$ cat src/rtl/multicycle_controller_pkg.sv
// multicycle_controller_pkg: shared state encoding, opcode/ALU codes and per-state control decode.
//  Contents: statetype (4-bit FSM state), ctrl_t (registered Moore control word),
//  opcode/funct/ALUOp/ALUControl constants, state_ctrl() mapping a state to its Moore outputs.
package multicycle_controller_pkg;

    typedef enum logic [3:0] {
        S_FETCH    = 4'd0,
        S_DECODE   = 4'd1,
        S_MEMADR   = 4'd2,
        S_MEMRD    = 4'd3,
        S_MEMWB    = 4'd4,
        S_MEMWR    = 4'd5,
        S_EXECUTE  = 4'd6,
        S_ALUWB    = 4'd7,
        S_BRANCH   = 4'd8,
        S_ADDIEXEC = 4'd9,
        S_ADDIWB   = 4'd10,
        S_JUMP     = 4'd11,
        S_HALT     = 4'd12
    } statetype;

    localparam logic [5:0] OP_LW   = 6'b100011;
    localparam logic [5:0] OP_SW   = 6'b101011;
    localparam logic [5:0] OP_R    = 6'b000000;
    localparam logic [5:0] OP_BEQ  = 6'b000100;
    localparam logic [5:0] OP_ADDI = 6'b001000;
    localparam logic [5:0] OP_J    = 6'b000010;

    localparam logic [5:0] FN_ADD = 6'b100000;
    localparam logic [5:0] FN_SUB = 6'b100010;
    localparam logic [5:0] FN_AND = 6'b100100;
    localparam logic [5:0] FN_OR  = 6'b100101;
    localparam logic [5:0] FN_SLT = 6'b101010;

    localparam logic [1:0] ALUOP_ADD   = 2'b00;
    localparam logic [1:0] ALUOP_SUB   = 2'b01;
    localparam logic [1:0] ALUOP_FUNCT = 2'b10;

    localparam logic [2:0] AC_AND = 3'b000;
    localparam logic [2:0] AC_OR  = 3'b001;
    localparam logic [2:0] AC_ADD = 3'b010;
    localparam logic [2:0] AC_BAD = 3'b011;
    localparam logic [2:0] AC_SUB = 3'b110;
    localparam logic [2:0] AC_SLT = 3'b111;

    typedef struct packed {
        logic       pcwrite;
        logic       branch;
        logic       irwrite;
        logic       memwrite;
        logic       regwrite;
        logic       iord;
        logic       memtoreg;
        logic       regdst;
        logic       alusrca;
        logic [1:0] alusrcb;
        logic [1:0] pcsrc;
        logic [1:0] aluop;
    } ctrl_t;

    function automatic ctrl_t state_ctrl(input statetype s);
        ctrl_t c;
        c = '0;
        case (s)
            S_FETCH:              begin c.pcwrite = 1'b1; c.irwrite = 1'b1; c.alusrcb = 2'b01; end
            S_DECODE:             c.alusrcb = 2'b11;
            S_MEMADR, S_ADDIEXEC: begin c.alusrca = 1'b1; c.alusrcb = 2'b10; end
            S_MEMRD:              c.iord = 1'b1;
            S_MEMWB:              begin c.regwrite = 1'b1; c.memtoreg = 1'b1; end
            S_MEMWR:              begin c.iord = 1'b1; c.memwrite = 1'b1; end
            S_EXECUTE:            begin c.alusrca = 1'b1; c.aluop = ALUOP_FUNCT; end
            S_ALUWB:              begin c.regwrite = 1'b1; c.regdst = 1'b1; end
            S_BRANCH:             begin c.alusrca = 1'b1; c.aluop = ALUOP_SUB; c.pcsrc = 2'b01; c.branch = 1'b1; end
            S_ADDIWB:             c.regwrite = 1'b1;
            S_JUMP:               begin c.pcwrite = 1'b1; c.pcsrc = 2'b10; end
            default:              c = '0;
        endcase
        return c;
    endfunction

endpackage

$ cat src/rtl/multicycle_controller_if.sv
// multicycle_controller_if: controller <-> datapath signal bundle.
//  master (controller): takes op/funct/zero, drives enables, mux selects, alucontrol, state, halted.
//  slave  (datapath/bench): the mirror view.
interface multicycle_controller_if;
    logic [5:0] op;
    logic [5:0] funct;
    logic       zero;
    logic       pcen;
    logic       irwrite;
    logic       memwrite;
    logic       regwrite;
    logic       iord;
    logic       memtoreg;
    logic       regdst;
    logic       alusrca;
    logic [1:0] alusrcb;
    logic [1:0] pcsrc;
    logic [2:0] alucontrol;
    logic [3:0] state;
    logic       halted;

    modport master (
        input  op, funct, zero,
        output pcen, irwrite, memwrite, regwrite, iord, memtoreg, regdst,
               alusrca, alusrcb, pcsrc, alucontrol, state, halted
    );

    modport slave (
        output op, funct, zero,
        input  pcen, irwrite, memwrite, regwrite, iord, memtoreg, regdst,
               alusrca, alusrcb, pcsrc, alucontrol, state, halted
    );
endinterface

$ cat src/rtl/multicycle_controller_aludec.sv
// aludec: combinational ALUOp + funct -> 3-bit ALUControl.
//  i_aluop  2  00 add, 01 sub, 10 by funct, 11 add
//  i_funct  6  instr[5:0]
//  o_alucontrol 3  alu operation code (011 for unknown funct)
module aludec
    import multicycle_controller_pkg::*;
(
    input  logic [1:0] i_aluop,
    input  logic [5:0] i_funct,
    output logic [2:0] o_alucontrol
);
    logic [2:0] w_fn;

    always_comb begin
        case (i_funct)
            FN_ADD:  w_fn = AC_ADD;
            FN_SUB:  w_fn = AC_SUB;
            FN_AND:  w_fn = AC_AND;
            FN_OR:   w_fn = AC_OR;
            FN_SLT:  w_fn = AC_SLT;
            default: w_fn = AC_BAD;
        endcase
    end

    assign o_alucontrol = (i_aluop == ALUOP_SUB)   ? AC_SUB :
                          (i_aluop == ALUOP_FUNCT) ? w_fn   : AC_ADD;
endmodule

$ cat src/rtl/multicycle_controller.sv
// multicycle_controller: Moore FSM sequencing fetch/decode/execute/writeback of the multicycle core.
//  clk    in  rising-edge clock
//  reset  in  synchronous active-high; write enables are forced low while it is high
//  bus    master modport: op/funct/zero in; pcen, irwrite, memwrite, regwrite, iord, memtoreg,
//         regdst, alusrca, alusrcb, pcsrc, alucontrol, state, halted out
//  ILLEGAL_HALT  0: unknown opcode returns to FETCH, 1: parks in HALT until reset
module multicycle_controller
    import multicycle_controller_pkg::*;
#(
    parameter bit ILLEGAL_HALT = 1'b0
) (
    input  logic                     clk,
    input  logic                     reset,
    multicycle_controller_if.master  bus
);
    statetype   r_state;
    ctrl_t      r_ctrl;
    statetype   w_next;
    statetype   w_load;
    logic [2:0] w_alucontrol;

    always_comb begin
        w_next = S_FETCH;
        case (r_state)
            S_FETCH:    w_next = S_DECODE;
            S_DECODE:
                case (bus.op)
                    OP_LW, OP_SW: w_next = S_MEMADR;
                    OP_R:         w_next = S_EXECUTE;
                    OP_BEQ:       w_next = S_BRANCH;
                    OP_ADDI:      w_next = S_ADDIEXEC;
                    OP_J:         w_next = S_JUMP;
                    default:      w_next = ILLEGAL_HALT ? S_HALT : S_FETCH;
                endcase
            S_MEMADR:   w_next = (bus.op == OP_SW) ? S_MEMWR : S_MEMRD;
            S_MEMRD:    w_next = S_MEMWB;
            S_EXECUTE:  w_next = S_ALUWB;
            S_ADDIEXEC: w_next = S_ADDIWB;
            S_HALT:     w_next = S_HALT;
            default:    w_next = S_FETCH;
        endcase
    end

    assign w_load = reset ? S_FETCH : w_next;

    // Control word is registered alongside the state it belongs to.
    always_ff @(posedge clk) begin
        r_state <= w_load;
        r_ctrl  <= state_ctrl(w_load);
    end

    aludec u_aludec (
        .i_aluop      (r_ctrl.aluop),
        .i_funct      (bus.funct),
        .o_alucontrol (w_alucontrol)
    );

    // Enables are masked during the reset cycle so an abandoned instruction never writes.
    assign bus.pcen       = ~reset & (r_ctrl.pcwrite | (r_ctrl.branch & bus.zero));
    assign bus.irwrite    = ~reset & r_ctrl.irwrite;
    assign bus.memwrite   = ~reset & r_ctrl.memwrite;
    assign bus.regwrite   = ~reset & r_ctrl.regwrite;
    assign bus.iord       = r_ctrl.iord;
    assign bus.memtoreg   = r_ctrl.memtoreg;
    assign bus.regdst     = r_ctrl.regdst;
    assign bus.alusrca    = r_ctrl.alusrca;
    assign bus.alusrcb    = r_ctrl.alusrcb;
    assign bus.pcsrc      = r_ctrl.pcsrc;
    assign bus.alucontrol = w_alucontrol;
    assign bus.state      = r_state;
    assign bus.halted     = (r_state == S_HALT);
endmodule

$ cat src/flat_wrapper.sv
// flat-port wrapper written by rule: the top's interface ports become plain ports
module multicycle_controller_flat import multicycle_controller_pkg::*;
#(
    parameter bit ILLEGAL_HALT = 1'b0
)
  (clk, reset, bus_op, bus_funct, bus_zero, bus_pcen, bus_irwrite, bus_memwrite, bus_regwrite, bus_iord, bus_memtoreg, bus_regdst, bus_alusrca, bus_alusrcb, bus_pcsrc, bus_alucontrol, bus_state, bus_halted);
  multicycle_controller_if bus_i ();
  input  logic clk;
  input  logic reset;
  input wire logic [$bits(bus_i.op)-1:0] bus_op;
  input wire logic [$bits(bus_i.funct)-1:0] bus_funct;
  input wire logic [$bits(bus_i.zero)-1:0] bus_zero;
  output wire logic [$bits(bus_i.pcen)-1:0] bus_pcen;
  output wire logic [$bits(bus_i.irwrite)-1:0] bus_irwrite;
  output wire logic [$bits(bus_i.memwrite)-1:0] bus_memwrite;
  output wire logic [$bits(bus_i.regwrite)-1:0] bus_regwrite;
  output wire logic [$bits(bus_i.iord)-1:0] bus_iord;
  output wire logic [$bits(bus_i.memtoreg)-1:0] bus_memtoreg;
  output wire logic [$bits(bus_i.regdst)-1:0] bus_regdst;
  output wire logic [$bits(bus_i.alusrca)-1:0] bus_alusrca;
  output wire logic [$bits(bus_i.alusrcb)-1:0] bus_alusrcb;
  output wire logic [$bits(bus_i.pcsrc)-1:0] bus_pcsrc;
  output wire logic [$bits(bus_i.alucontrol)-1:0] bus_alucontrol;
  output wire logic [$bits(bus_i.state)-1:0] bus_state;
  output wire logic [$bits(bus_i.halted)-1:0] bus_halted;
  assign bus_i.op = bus_op;
  assign bus_i.funct = bus_funct;
  assign bus_i.zero = bus_zero;
  assign bus_pcen = bus_i.pcen;
  assign bus_irwrite = bus_i.irwrite;
  assign bus_memwrite = bus_i.memwrite;
  assign bus_regwrite = bus_i.regwrite;
  assign bus_iord = bus_i.iord;
  assign bus_memtoreg = bus_i.memtoreg;
  assign bus_regdst = bus_i.regdst;
  assign bus_alusrca = bus_i.alusrca;
  assign bus_alusrcb = bus_i.alusrcb;
  assign bus_pcsrc = bus_i.pcsrc;
  assign bus_alucontrol = bus_i.alucontrol;
  assign bus_state = bus_i.state;
  assign bus_halted = bus_i.halted;
  multicycle_controller #(.ILLEGAL_HALT(ILLEGAL_HALT)) u_core (.clk(clk), .reset(reset), .bus(bus_i));
endmodule
$ cat config.mk
export PLATFORM = sky130hd
export DESIGN_NAME = multicycle_controller_flat
export DESIGN_NICKNAME = d
export VERILOG_FILES = /design/src/rtl/multicycle_controller_pkg.sv /design/src/rtl/multicycle_controller_if.sv /design/src/rtl/multicycle_controller_aludec.sv /design/src/rtl/multicycle_controller.sv /design/src/flat_wrapper.sv
export SDC_FILE = /design/constraint.sdc
export NUM_CORES = 1
export LEC_CHECK = 0
export ABC_AREA = 1
export BUFFER_PORTS_ARGS = -buffer_cell sky130_fd_sc_hd__buf_4
export CAP_MARGIN = 20
export CORE_AREA = 2 2 54 44
export DETAILED_ROUTE_END_ITERATION = 12
export DIE_AREA = 0 0 56 46
export GPL_TIMING_DRIVEN = 0
export PLACE_DENSITY = 0.89
export SYNTH_ARGS = -nofsm -noshare
export SYNTH_HDL_FRONTEND = slang
export SYNTH_SLANG_ARGS = --single-unit
$ cat constraint.sdc
create_clock -name clk -period 2.95 [get_ports clk]
set_input_delay 0.59 -clock clk [delete_from_list [all_inputs] [get_ports clk]]
set_output_delay 0.59 -clock clk [all_outputs]
set_load 0.02 [all_outputs]
[Word level (Yosys, flattened, before mapping)]
Cells that the tools add are included.
Word-level totals
  input bits: 15
  register bits after elaboration: 19
  latch bits: 0
  output and inout bits: 20
  memories kept: 0
  memory bits (read-only): 0
  bits in writable memories: 0
  word-level logic and storage cells: 77
Cells by class
  eq/ne operators: 29
  div/mod/pow operators: 0
  shift-type cells: 0
  multiply operators: 0
  muxes and demuxes: 19
  magnitude comparators: 0
  add/subtract/negate cells: 0
  bitwise logic cells: 7
  reduce and logical (&&, ||, !) cells: 9
Operator list (count)
  6-bit == test (second input constant): 7
  4-bit case mux with 7 select lines: 1
  4-bit == test (second input constant): 6
  4-bit by 3-bit == test with 1-bit output (second input constant): 5
  4-bit case mux with 5 select lines: 1
  4-bit by 2-bit == test with 1-bit output (second input constant): 4
  3-bit case mux with 5 select lines: 1
  1-bit 2-to-1 mux: 9
  3-bit 2-to-1 mux: 3
  4-bit by 1-bit == test with 1-bit output (second input constant): 2
  4-bit logical NOT: 2
  2-bit case mux with 2 select lines: 2
  2-bit OR reduction: 4
  6-bit by 2-bit == test with 1-bit output (second input constant): 1
  6-bit by 3-bit == test with 1-bit output (second input constant): 1
  6-bit by 4-bit == test with 1-bit output (second input constant): 1
  6-bit logical NOT: 1
  2-bit case mux with 3 select lines: 1
  1-bit bitwise AND: 5
  4-bit 2-to-1 mux: 1
  4-bit OR reduction: 1
  3-bit OR reduction: 1
  2-bit by 1-bit == test with 1-bit output (second input constant): 1
  2-bit == test (second input constant): 1
  2 further kinds: 2

[Depth between registers and ports, before layout]
Gate-level depths: netlist of run 1.
  depth after elaboration: 8
  mapped depth: 12

[Hierarchy]
A second synthesis of run 1 with hierarchy kept.
Unflattened totals
  cell total of the unflattened synthesis: 157
  area total of the unflattened synthesis: 1083.5 um2
By module, submodules not included
  multicycle_controller: instances 1, area each 987.2 um2, cells an instance 139
  aludec: instances 1, area each 96.3 um2, cells an instance 18

[Least setup slack after synthesis of run 1]
Ideal clock, no wire load.
  path kind: in2out
  start point: input bus_funct[4]
  end point: output bus_alucontrol[2]
  path slack: 0.921 ns
  arrival: 1.439 ns
  cell stages on the path: 5
  path through: inv_1 -> nand2_1 -> nor2_1 -> nand3_1 -> o21ai_0
Between the ends
  longest elaborated chain between the ends: 4
  elaborated cells between the ends (all ways): 8
  classes of those cells: eq/ne (5); mux (3)
Ends and longest elaborated chain
  from (decl): RTL line flat_wrapper.sv:11  | input wire logic [$bits(bus_i.funct)-1:0] bus_funct;
  6-bit == test: RTL line multicycle_controller_aludec.sv:15  | case (i_funct)
  3-bit case mux with 5 select lines *: RTL line multicycle_controller_aludec.sv:15
  3-bit 2-to-1 mux *: RTL line multicycle_controller_aludec.sv:26  | (i_aluop == ALUOP_FUNCT) ? w_fn : AC_ADD;
  3-bit 2-to-1 mux *: RTL line multicycle_controller_aludec.sv:25  | assign o_alucontrol = (i_aluop == ALUOP_SUB) ? AC_SUB :
  to (decl): RTL line flat_wrapper.sv:23  | output wire logic [$bits(bus_i.alucontrol)-1:0] bus_alucontrol;
Mark *: on every way between the ends. The rest lies on a longest branch, timed or not.

[Final worst setup path of run 1]
  start point: input bus_funct[4]
  end point: output bus_alucontrol[1]
The elaborated chain is that of the path after synthesis.

==> impl_metrics.tcl, run 1 <==
set metrics [dict create \
    status "complete, no violations" \
    design.core.area_sq_um 2102 \
    dpl_cell_area_sq_um 1300 \
    antenna_found_initial 0 \
    worstSetupStartpointType "input pin" \
    fmax_ghz 0.4612 \
    hold_ws_ns 0.5281 \
    cts_resized 0 \
    synth_flop_cell "dfxtp_1" \
    place_hpwl_mm 1.938 \
    yosys-top-cells-area "dfxtp_1 (34%), nor2_1 (9.3%), inv_1 (8.1%), nand3_1 (7.9%), nand2_1 (7.4%)" \
    cts_buffers 3 \
    fin_crit_sh_pct 73.50 \
    wl_per_cell_um 11.00 \
    wirelength_mm 2.344 \
    cp_max_fo 4 \
    insertedDiodeCount 0 \
    finalSetupViolations 0 \
    rsz0062_at_grt "false" \
    areaGrowthSynthToFinish_pct 30.99 \
    synth.distinct_cells 22 \
    drc_errors 0 \
    hold_class "input pin to flop" \
    grt_use_total_pct 18.36 \
    yosysTopAreaCell "dfxtp_1" \
    hold_start "reset" \
    path_class "input pin to primary output" \
    async_flop_share_pct 0 \
    synth_edf_count 0 \
    cts_buffer_depth 2 \
    avgViaCountPerCell 4.883 \
    ant_nets 0 \
    layout_min_cycle_time_ns 2.168 \
    end_kind "primary output" \
    grt_pass1_wl_mm 3.726 \
    hold_path_depth 2 \
    placementRows 15 \
    place.gp.congestion 0.8538 \
    worst_pin_slew_ns 0.2359 \
    drt-initial-drc-count 38 \
    avgSynthCellArea_sq_um 6.756 \
    drive_above_1_share_pct 39.89 \
    cts.sinks 17 \
    clkTransAtPathRegs_ns 0.09 \
    maxCapViolCount 0 \
    ios 35 \
    fillers 181 \
    final.setup_skew_ns 0.005768 \
    floorplan.initialDensity_pct 48.21 \
    power.density_nw_per_um2 334.4 \
    rrSetupSlack_ns 1.41 \
    total_power_uw 443.9 \
    io_buffers 34 \
    relSlewSlack_pct 84.25 \
    root_buffer "clkbuf_4" \
    p_leak_nw 0.7545 \
    finalMaxSlewViolations 0 \
    reg2reg_to "u_core.bus.alusrca$_DFF_P_" \
    ys_ff_latch 17 \
    die_width_um 56 \
    clock_latency_ns 0.29 \
    arrival_ns 1.58 \
    synth_common_cells "nor2_1 (25), inv_1 (22), nand2_1 (20)" \
    grt_pass1_vias 964 \
    ir_worst_vdd_mv 0.2983 \
    die_area_sq_um 2576 \
    rr_worst_depth 9 \
    pre_cts_slack_ns 0.7708 \
    yosys.area.top_type_share_pct 33.58 \
    cts_setup_buffers 0 \
    hold_end "u_core.bus.state[2]$_DFF_P_" \
    yosysMostFrequentCell "nor2_1" \
    grt_max_degree 11 \
    synth_cells 150 \
    vias 1040 \
    r2r_start "u_core.bus.state[1]$_DFF_P_" \
    synth_area_sq_um 1013 \
    hold_violations 0 \
    cts-hold-fix-buffers 0 \
    overflow 0 \
    die_h_um 46 \
    setup_ws_ns 0.7818 \
    synth_fp_nets 165 \
    cts_tree "built" \
    setup_tns_ns 0 \
    ys_seq_area_share_pct 33.58 \
    nets 204 \
    h-tree-depth 1 \
    stdcell_area_sq_um 1328 \
    crit_required_ns 2.36 \
    yosysWarnings 0 \
    drt_pass1_iterations 6 \
]
==> cell type report <==
| type | count | area (sq um) | share of cell area (%) |
|---|---|---|---|
| multi-input combinational | 100 | 534.3 | 40.25 |
| inverter | 29 | 108.9 | 8.200 |
| buffer | 4 | 30.03 | 2.262 |
| sequential | 17 | 340.3 | 25.64 |
| tap | 25 | 31.28 | 2.356 |
| timing repair buffer | 34 | 255.2 | 19.23 |
| clock inverter | 1 | 5.005 | 0.3770 |
| clock buffer | 3 | 22.52 | 1.697 |
==> metrics by stage <==
step / utilization, % / cells
2_1_floorplan: - / 150
3_3_place_gp: 61.85 / 209
3_5_place_dp: 61.85 / 209
4_1_cts: 63.15 / 213
5_1_grt: 63.15 / 213
6_report: 63.15 / 213
==> cell families (layout without fill, tap and decap cells) <==
| group | Yosys count | in the layout | share of synthesized area, % |
|---|---|---|---|
| flops | 17 | 17 | 33.58 |
| simple gates | 91 | 91 | 46.91 |
| buf+inv | 33 | 71 | 13.70 |
| compound gates | 9 | 9 | 5.802 |
==> worst max-delay path by stage <==
stage                       startpoint  slack (ns)           endpoint  cells after the start
after global placement    bus_funct[4]        0.87  bus_alucontrol[1]                      8
after global routing      bus_funct[4]        0.74  bus_alucontrol[1]                      8
after floorplan           bus_funct[4]        0.92  bus_alucontrol[2]                      5
after CTS                 bus_funct[4]        0.78  bus_alucontrol[1]                      8
after detailed placement  bus_funct[4]        0.77  bus_alucontrol[1]                      8
final                     bus_funct[4]        0.78  bus_alucontrol[1]                      8
==> worst max-delay path: stages <==
cell	delay [ns]
buf_4	0.11
inv_1	0.04
nand2_1	0.06
nor2_1	0.20
nand3_1	0.14
o221ai_1	0.18
nand3_1	0.10
buf_4	0.17
==> cell usage in the layout, fill, tap and decap left out, types with 4 or more instances in the layout <==
cell / Yosys / routed
nand3_1: 16 / 16
nand2_2: 11 / 11
nor2_1: 25 / 25
nor2_2: 8 / 8
nand2_1: 20 / 20
nand4_1: 4 / 4
dfxtp_1: 17 / 17
buf_4: 4 / 38
inv_2: 7 / 7
inv_1: 22 / 22
==> metal layers <==
| metal | global-route usage (%) | up-vias | wire length (um) |
|---|---|---|---|
| met5 | 0 | - | 0 |
| met4 | 2.381 | 0 | 0 |
| met3 | 5.966 | 0 | 156 |
| met1 | 21.13 | 473 | 1014 |
| li1 | - | 537 | - |
| met2 | 34.82 | 30 | 1173 |
==> power breakdown <==
group	internal (mW)	switching (mW)	total, mW
Sequential	0.237	0.00387	0.240
Combinational	0.0364	0.0488	0.0852
Clock	0.0504	0.0679	0.118
Total	0.323	0.121	0.444
==> registers in the layout (all words and copies together) (netlist names) <==
| name | count |
|---|---|
| u_core.bus.alusrcb | 2 |
| u_core.bus.regdst | 1 |
| u_core.bus.memtoreg | 1 |
| u_core.r_ctrl | 6 |
| u_core.bus.alusrca | 1 |
| u_core.bus.state | 4 |
| u_core.bus.pcsrc | 1 |
| u_core.bus.iord | 1 |
No activity file was read; power rests on OpenSTA's default activity.
==> inputs of run 2 (changes only) <==
ABC_AREA = 0   (was 1)
CORE_AREA = 2 2 57 46   (was 2 2 54 44)
DIE_AREA = 0 0 59 48   (was 0 0 56 46)
PLACE_DENSITY = 0.81   (was 0.89)
clock period = 1.9 ns   (was 2.95 ns; I/O delays follow)
==> impl_metrics.tcl, run 2 <==
set metrics [dict create \
    path_cells "buf_8 -> or3b_4 -> or4b_4 -> o311a_4 -> a21oi_4 -> nor3_2 -> o21bai_1" \
    grt_pass1_wl_mm 3.905 \
    cp_max_fo 5 \
    synth.distinct_cells 42 \
    place_hpwl_mm 1.750 \
    fmax_ghz 0.5068 \
    endpoint "u_core.r_ctrl[14]$_DFF_P_" \
    grt_pass1_vias 855 \
    overflow 0 \
    synth_fp_nets 120 \
    root_buffer "clkbuf_4" \
    clock_latency_ns 0.29 \
    synth_top_family_by_area "simple AND/OR/NAND/NOR gates" \
    ios 35 \
    finalSetupViolations 5 \
    synth_cells 105 \
    finalMaxSlewViolations 0 \
    drt-initial-drc-count 23 \
    h-tree-depth 1 \
    worst_pin_slew_ns 0.5660 \
    final_common_cell "buf_4" \
    power.density_nw_per_um2 527.3 \
    synth_area_sq_um 929.6 \
    synth_common_cells "dfxtp_1 (17), nor2_1 (12), nand2_1 (10)" \
    final_cell_count_no_fill 173 \
    setup_ws_ns -0.07329 \
    drt_pass1_iterations 4 \
    ys_seq_area_share_pct 36.61 \
    die_h_um 48 \
    hold_ws_ns 0.4783 \
    layout_min_cycle_time_ns 1.973 \
    avgViaCountPerCell 5.451 \
    largest_register_ffs 6 \
    placedCellCount 164 \
    relSlewSlack_pct 62.14 \
    io_buffers 34 \
    antenna_found_initial 0 \
    nets 164 \
    maxCapViolCount 0 \
    crit_required_ns 2.08 \
    r2r_start "u_core.bus.state[0]$_DFF_P_" \
    synthAdderAreaFrac_pct 0 \
    avgSynthCellArea_sq_um 8.854 \
    ant_nets 0 \
    p_leak_nw 0.5957 \
    cts-hold-fix-buffers 0 \
    wl_per_cell_um 14.40 \
    grt_use_total_pct 18.44 \
    drc_errors 0 \
    reg2reg_to "u_core.r_ctrl[10]$_DFF_P_" \
    ir_worst_vdd_mv 0.3997 \
    critPathLaunch "bus_op[2]" \
    vias 943 \
    synth_edf_count 0 \
    worstSetupStartpointType "input pin" \
    rrSetupSlack_ns 0 \
    path_class "input pin to flop" \
    grt_max_degree 12 \
    cts.sinks 17 \
    floorplan.initialDensity_pct 41.98 \
    design.core.area_sq_um 2215 \
    critPathSlowestCell "or4b_4" \
    muxShareOfSynthArea_pct 1.077 \
    yosys.area.top_type_share_pct 36.61 \
    yosysMostFrequentCell "dfxtp_1" \
    async_flop_share_pct 0 \
    areaGrowthSynthToFinish_pct 49.39 \
    final.setup_skew_ns 0.002373 \
    hold_violations 0 \
    die_width_um 59 \
    placementRows 15 \
    regMostFlops "u_core.r_ctrl" \
    synthSimpleGateAreaFrac_pct 32.44 \
    arrival_ns 2.15 \
    synthXorXnorAreaFrac_pct 2.826 \
    drive_above_1_share_pct 51.35 \
    rr_worst_depth 9 \
    status "finished with violations" \
    yosys-top-cells-area "dfxtp_1 (37%), nor2_1 (4.8%), nand2_1 (4.0%), nand2b_1 (3.4%), buf_4 (3.2%)" \
    place.gp.congestion 0.8355 \
    insertedDiodeCount 0 \
    utilization_pct 62.71 \
    wirelength_mm 2.491 \
    cts_buffer_depth 2 \
    ys_ff_latch 17 \
    clkTransAtPathRegs_ns 0.09 \
    layout_common_cells "buf_4 (41), dfxtp_1 (14), nor2_1 (9)" \
    cts_tree "built" \
    cp_slowest_stage_delay_ns 0.51 \
    yosysWarnings 0 \
    synth_compound_area_share_pct 20.46 \
    failed_checks "negative setup slack" \
    hold_class "input pin to flop" \
    end_kind "flop" \
    synth_flop_cell "dfxtp_1" \
    cts_buffers 3 \
    yosysTopAreaCell "dfxtp_1" \
    die_area_sq_um 2832 \
    rsz0062_at_grt "true" \
    fin_crit_sh_pct 103.9 \
]
-- run 2: changes by cell type after synthesis, moves of 5 or more --
cell / previous run / this run
nand2_2: 11 / 0
inv_2: 7 / 1
nor2_1: 25 / 12
nand2_1: 20 / 10
nand3_1: 16 / 1
inv_1: 22 / 4
nor2_2: 8 / 0
nand2b_1: 0 / 5
-- run 2: through the flow --
step	worst slack, ns	instance area [sq um]	TNS, ns	power [mW]
CTS	-0.1173	1345	-0.5763	0.7255
global route	-0.1282	1389	-0.8808	0.7681
floorplan	-0.2170	952.2	-1.043	0.4615
detailed placement	-0.4647	1239	-4.873	0.5202
global placement	-0.4175	1239	-4.211	0.5158
finish	-0.07329	1389	-0.2215	0.7323
-- run 2: how the worst min path moves through the flow --
stage               startpoint                       endpoint  slack [ns]  cells after the start
floorplan                reset    u_core.bus.pcsrc[1]$_DFF_P_        0.59                      3
global placement         reset  u_core.bus.alusrcb[1]$_DFF_P_        0.76                      3
detailed placement       reset    u_core.bus.pcsrc[1]$_DFF_P_        0.76                      4
CTS                      reset    u_core.bus.pcsrc[1]$_DFF_P_        0.45                      4
global route             reset    u_core.bus.pcsrc[1]$_DFF_P_        0.48                      4
finish                   reset    u_core.bus.pcsrc[1]$_DFF_P_        0.48                      4
-- run 2: per-layer routing --
| metal | GRT usage, % | routed length (um) |
|---|---|---|
| met1 | 22.65 | 1016 |
| met2 | 32.44 | 1285 |
| met3 | 6.486 | 188 |
| met4 | 2.727 | 0 |
| met5 | 0 | 0 |
-- run 2: repair_timing --
action                                  CTS  global route
endpoints found under the setup margin   15            13
pin swaps                                 7             7
resized for setup                        10            13
setup buffers                             5             2
-- run 2: kinds of logic (layout without fill, tap and decap cells) --
kind of cell,after synthesis,in the layout
flip-flops,17,17
multiplexers,1,1
AO/OA/AOI/OAI,23,23
buffers and inverters,12,55
AND/OR/NAND/NOR,49,49
XOR/XNOR,3,3
-- run 2: critical path, delay by kind of cell --
family	cells	cell delay, ns
and+or+nand+nor	3	0.95
AOI/OAI and AO/OA	3	0.71
buffers and inverters	1	0.10
-- run 2: area by class of cell --
class / instances / area (sq um)
Buffer: 5 / 35.03
Clock buffer: 4 / 26.28
Fill cell: 183 / 825.8
Inverter: 5 / 21.27
Multi-Input combinational cell: 76 / 604.3
Sequential cell: 17 / 344.1
Tap cell: 25 / 31.28
Timing Repair Buffer: 41 / 326.6
-- run 2: power breakdown --
group	total, mW	internal [mW]	switching, mW
Clock	0.192	0.0818	0.110
Sequential	0.373	0.368	0.00533
Combinational	0.167	0.0826	0.0847
Total	0.732	0.532	0.200
==> inputs of run 3 (changes only) <==
==> constraint.sdc (replaced) <==
create_clock -name clk -period 1.9 [get_ports clk]
set_input_delay 0.57 -clock clk [delete_from_list [all_inputs] [get_ports clk]]
set_output_delay 0.57 -clock clk [all_outputs]
set_load 0.01 [all_outputs]
==> impl_metrics.tcl, run 3 (synthesized netlist as in run 2, its figures left out) <==
set metrics [dict create \
    worstSetupStartpointType "input pin" \
    avgViaCountPerCell 5.401 \
    insertedDiodeCount 0 \
    cp_max_fo 5 \
    arrival_ns 2.35 \
    design.core.area_sq_um 2215 \
    die_area_sq_um 2832 \
    crit_required_ns 2.08 \
    layout_min_cycle_time_ns 2.167 \
    ant_nets 0 \
    vias 956 \
    ios 35 \
    placedCellCount 164 \
    wirelength_mm 2.567 \
    hold_path_depth 3 \
    multiInputGateArea_sq_um 641.9 \
    rrSetupSlack_ns -0.11 \
    final.setup_skew_ns 0.007080 \
    hold_start "reset" \
    cts_buffers 3 \
    r2r_start "u_core.bus.state[2]$_DFF_P_" \
    grt_max_degree 11 \
    fin_crit_sh_pct 114.1 \
    overflow 0 \
    seqCellArea_sq_um 340.3 \
    failed_checks "negative setup slack" \
    wl_per_cell_um 14.50 \
    drc_errors 0 \
    finalSetupViolations 16 \
    maxCapViolCount 0 \
    clock_latency_ns 0.30 \
    largest_register_ffs 6 \
    antenna_found_initial 0 \
    layout_common_cells "buf_4 (41), dfxtp_1 (17), nor2_1 (9)" \
    h-tree-depth 1 \
    fmax_ghz 0.4614 \
    drive_above_1_share_pct 54.61 \
    floorplan.initialDensity_pct 41.98 \
    cts_buffer_depth 2 \
    worst_pin_slew_ns 0.4028 \
    rsz0062_at_grt "true" \
    hold_end "u_core.bus.alusrcb[1]$_DFF_P_" \
    root_buffer "clkbuf_4" \
    areaGrowthSynthToFinish_pct 56.66 \
    grt_use_total_pct 19.39 \
    hold_class "input pin to flop" \
    io_buffers 34 \
    cts_tree "built" \
    finalMaxSlewViolations 0 \
    die_width_um 59 \
    drt-initial-drc-count 13 \
    cts.sinks 17 \
    setup_ws_ns -0.2671 \
    setup_tns_ns -2.667 \
    ir_worst_vdd_mv 0.3301 \
    nets 168 \
    status "finished with violations" \
    regMostFlops "u_core.r_ctrl" \
    relSlewSlack_pct 73.14 \
    place.gp.congestion 0.8226 \
    reg2reg_to "u_core.r_ctrl[14]$_DFF_P_" \
    clkTransAtPathRegs_ns 0.10 \
    hold_violations 0 \
    end_kind "flop" \
    rr_worst_depth 6 \
    path_class "input pin to flop" \
    final_common_cell "buf_4" \
    final_cell_count_no_fill 177 \
    power.density_nw_per_um2 500.9 \
    cts-hold-fix-buffers 0 \
    grt_pass1_vias 903 \
    fillers 173 \
    placementRows 15 \
    place_hpwl_mm 1.760 \
    grt_pass1_wl_mm 4.022 \
    die_h_um 48 \
    drt_pass1_iterations 5 \
    p_leak_nw 0.6266 \
]
==> run 3: layout make-up <==
type | count | area share, %
clock buffers | 3 | 1.546
repair buffers | 43 | 23.97
well taps | 25 | 2.148
clock inverters | 1 | 0.3436
plain buffers | 7 | 3.093
flip-flops and latches | 17 | 23.37
inverters | 5 | 1.460
multi-input cells | 76 | 44.07
==> run 3: per-layer routing <==
metal  GRT usage [%]  share of wire (%)  up-vias
li1                -                  -      465
met1           23.70                 41      453
met2           33.33                 52       33
met3           5.946                5.7        5
met4           6.364               0.90        0
met5               0                  0        -
==> run 3: critical path, cell delays in order <==
cell      delay (ns)
buf_8           0.09
or3b_4          0.39
or4b_4          0.51
o311a_4         0.38
a21oi_4         0.19
nor3_2          0.06
o21bai_1        0.16
==> run 3: repair_timing <==
item | 4_1_cts | 5_1_grt
gates cloned | 0 | 0
resized for setup | 19 | 13
setup endpoints to repair | 17 | 20
pin swaps | 5 | 2
setup buffers | 7 | 2
==> run 3: worst max path at each step <==
| stage | start | endpoint | slack, ns | depth (start not counted) |
|---|---|---|---|---|
| 2_1_floorplan | bus_op[2] | u_core.r_ctrl[14]$_DFF_P_ | -0.41 | 6 |
| 3_3_place_gp | bus_op[2] | u_core.r_ctrl[14]$_DFF_P_ | -0.60 | 7 |
| 3_5_place_dp | bus_op[2] | u_core.r_ctrl[10]$_DFF_P_ | -0.68 | 9 |
| 4_1_cts | bus_op[2] | u_core.r_ctrl[14]$_DFF_P_ | -0.24 | 7 |
| 5_1_grt | bus_op[2] | u_core.r_ctrl[14]$_DFF_P_ | -0.30 | 7 |
| 6_report | bus_op[2] | u_core.r_ctrl[14]$_DFF_P_ | -0.27 | 7 |
==> run 3: metrics by stage <==
stage | cell area [sq um] | power, mW | util, % | setup slack [ns] | hold WS (ns)
6_report | 1456 | 0.7296 | 65.76 | -0.2671 | 0.6602
2_1_floorplan | 937.1 | 0.4509 | - | -0.4070 | 0.7816
3_5_place_dp | 1224 | 0.5091 | 55.25 | -0.6781 | 0.8620
5_1_grt | 1456 | 0.7697 | 65.76 | -0.3013 | 0.6628
4_1_cts | 1385 | 0.7201 | 62.54 | -0.2380 | 0.6471
3_3_place_gp | 1224 | 0.5052 | 55.25 | -0.6022 | 0.8416
==> run 3: power breakdown <==
part           internal [mW]  leakage (nW)  switching [mW]
registers              0.368         0.138         0.00427
clock network         0.0785        0.0177           0.116
logic                 0.0829         0.470          0.0806
total                  0.529         0.627           0.200
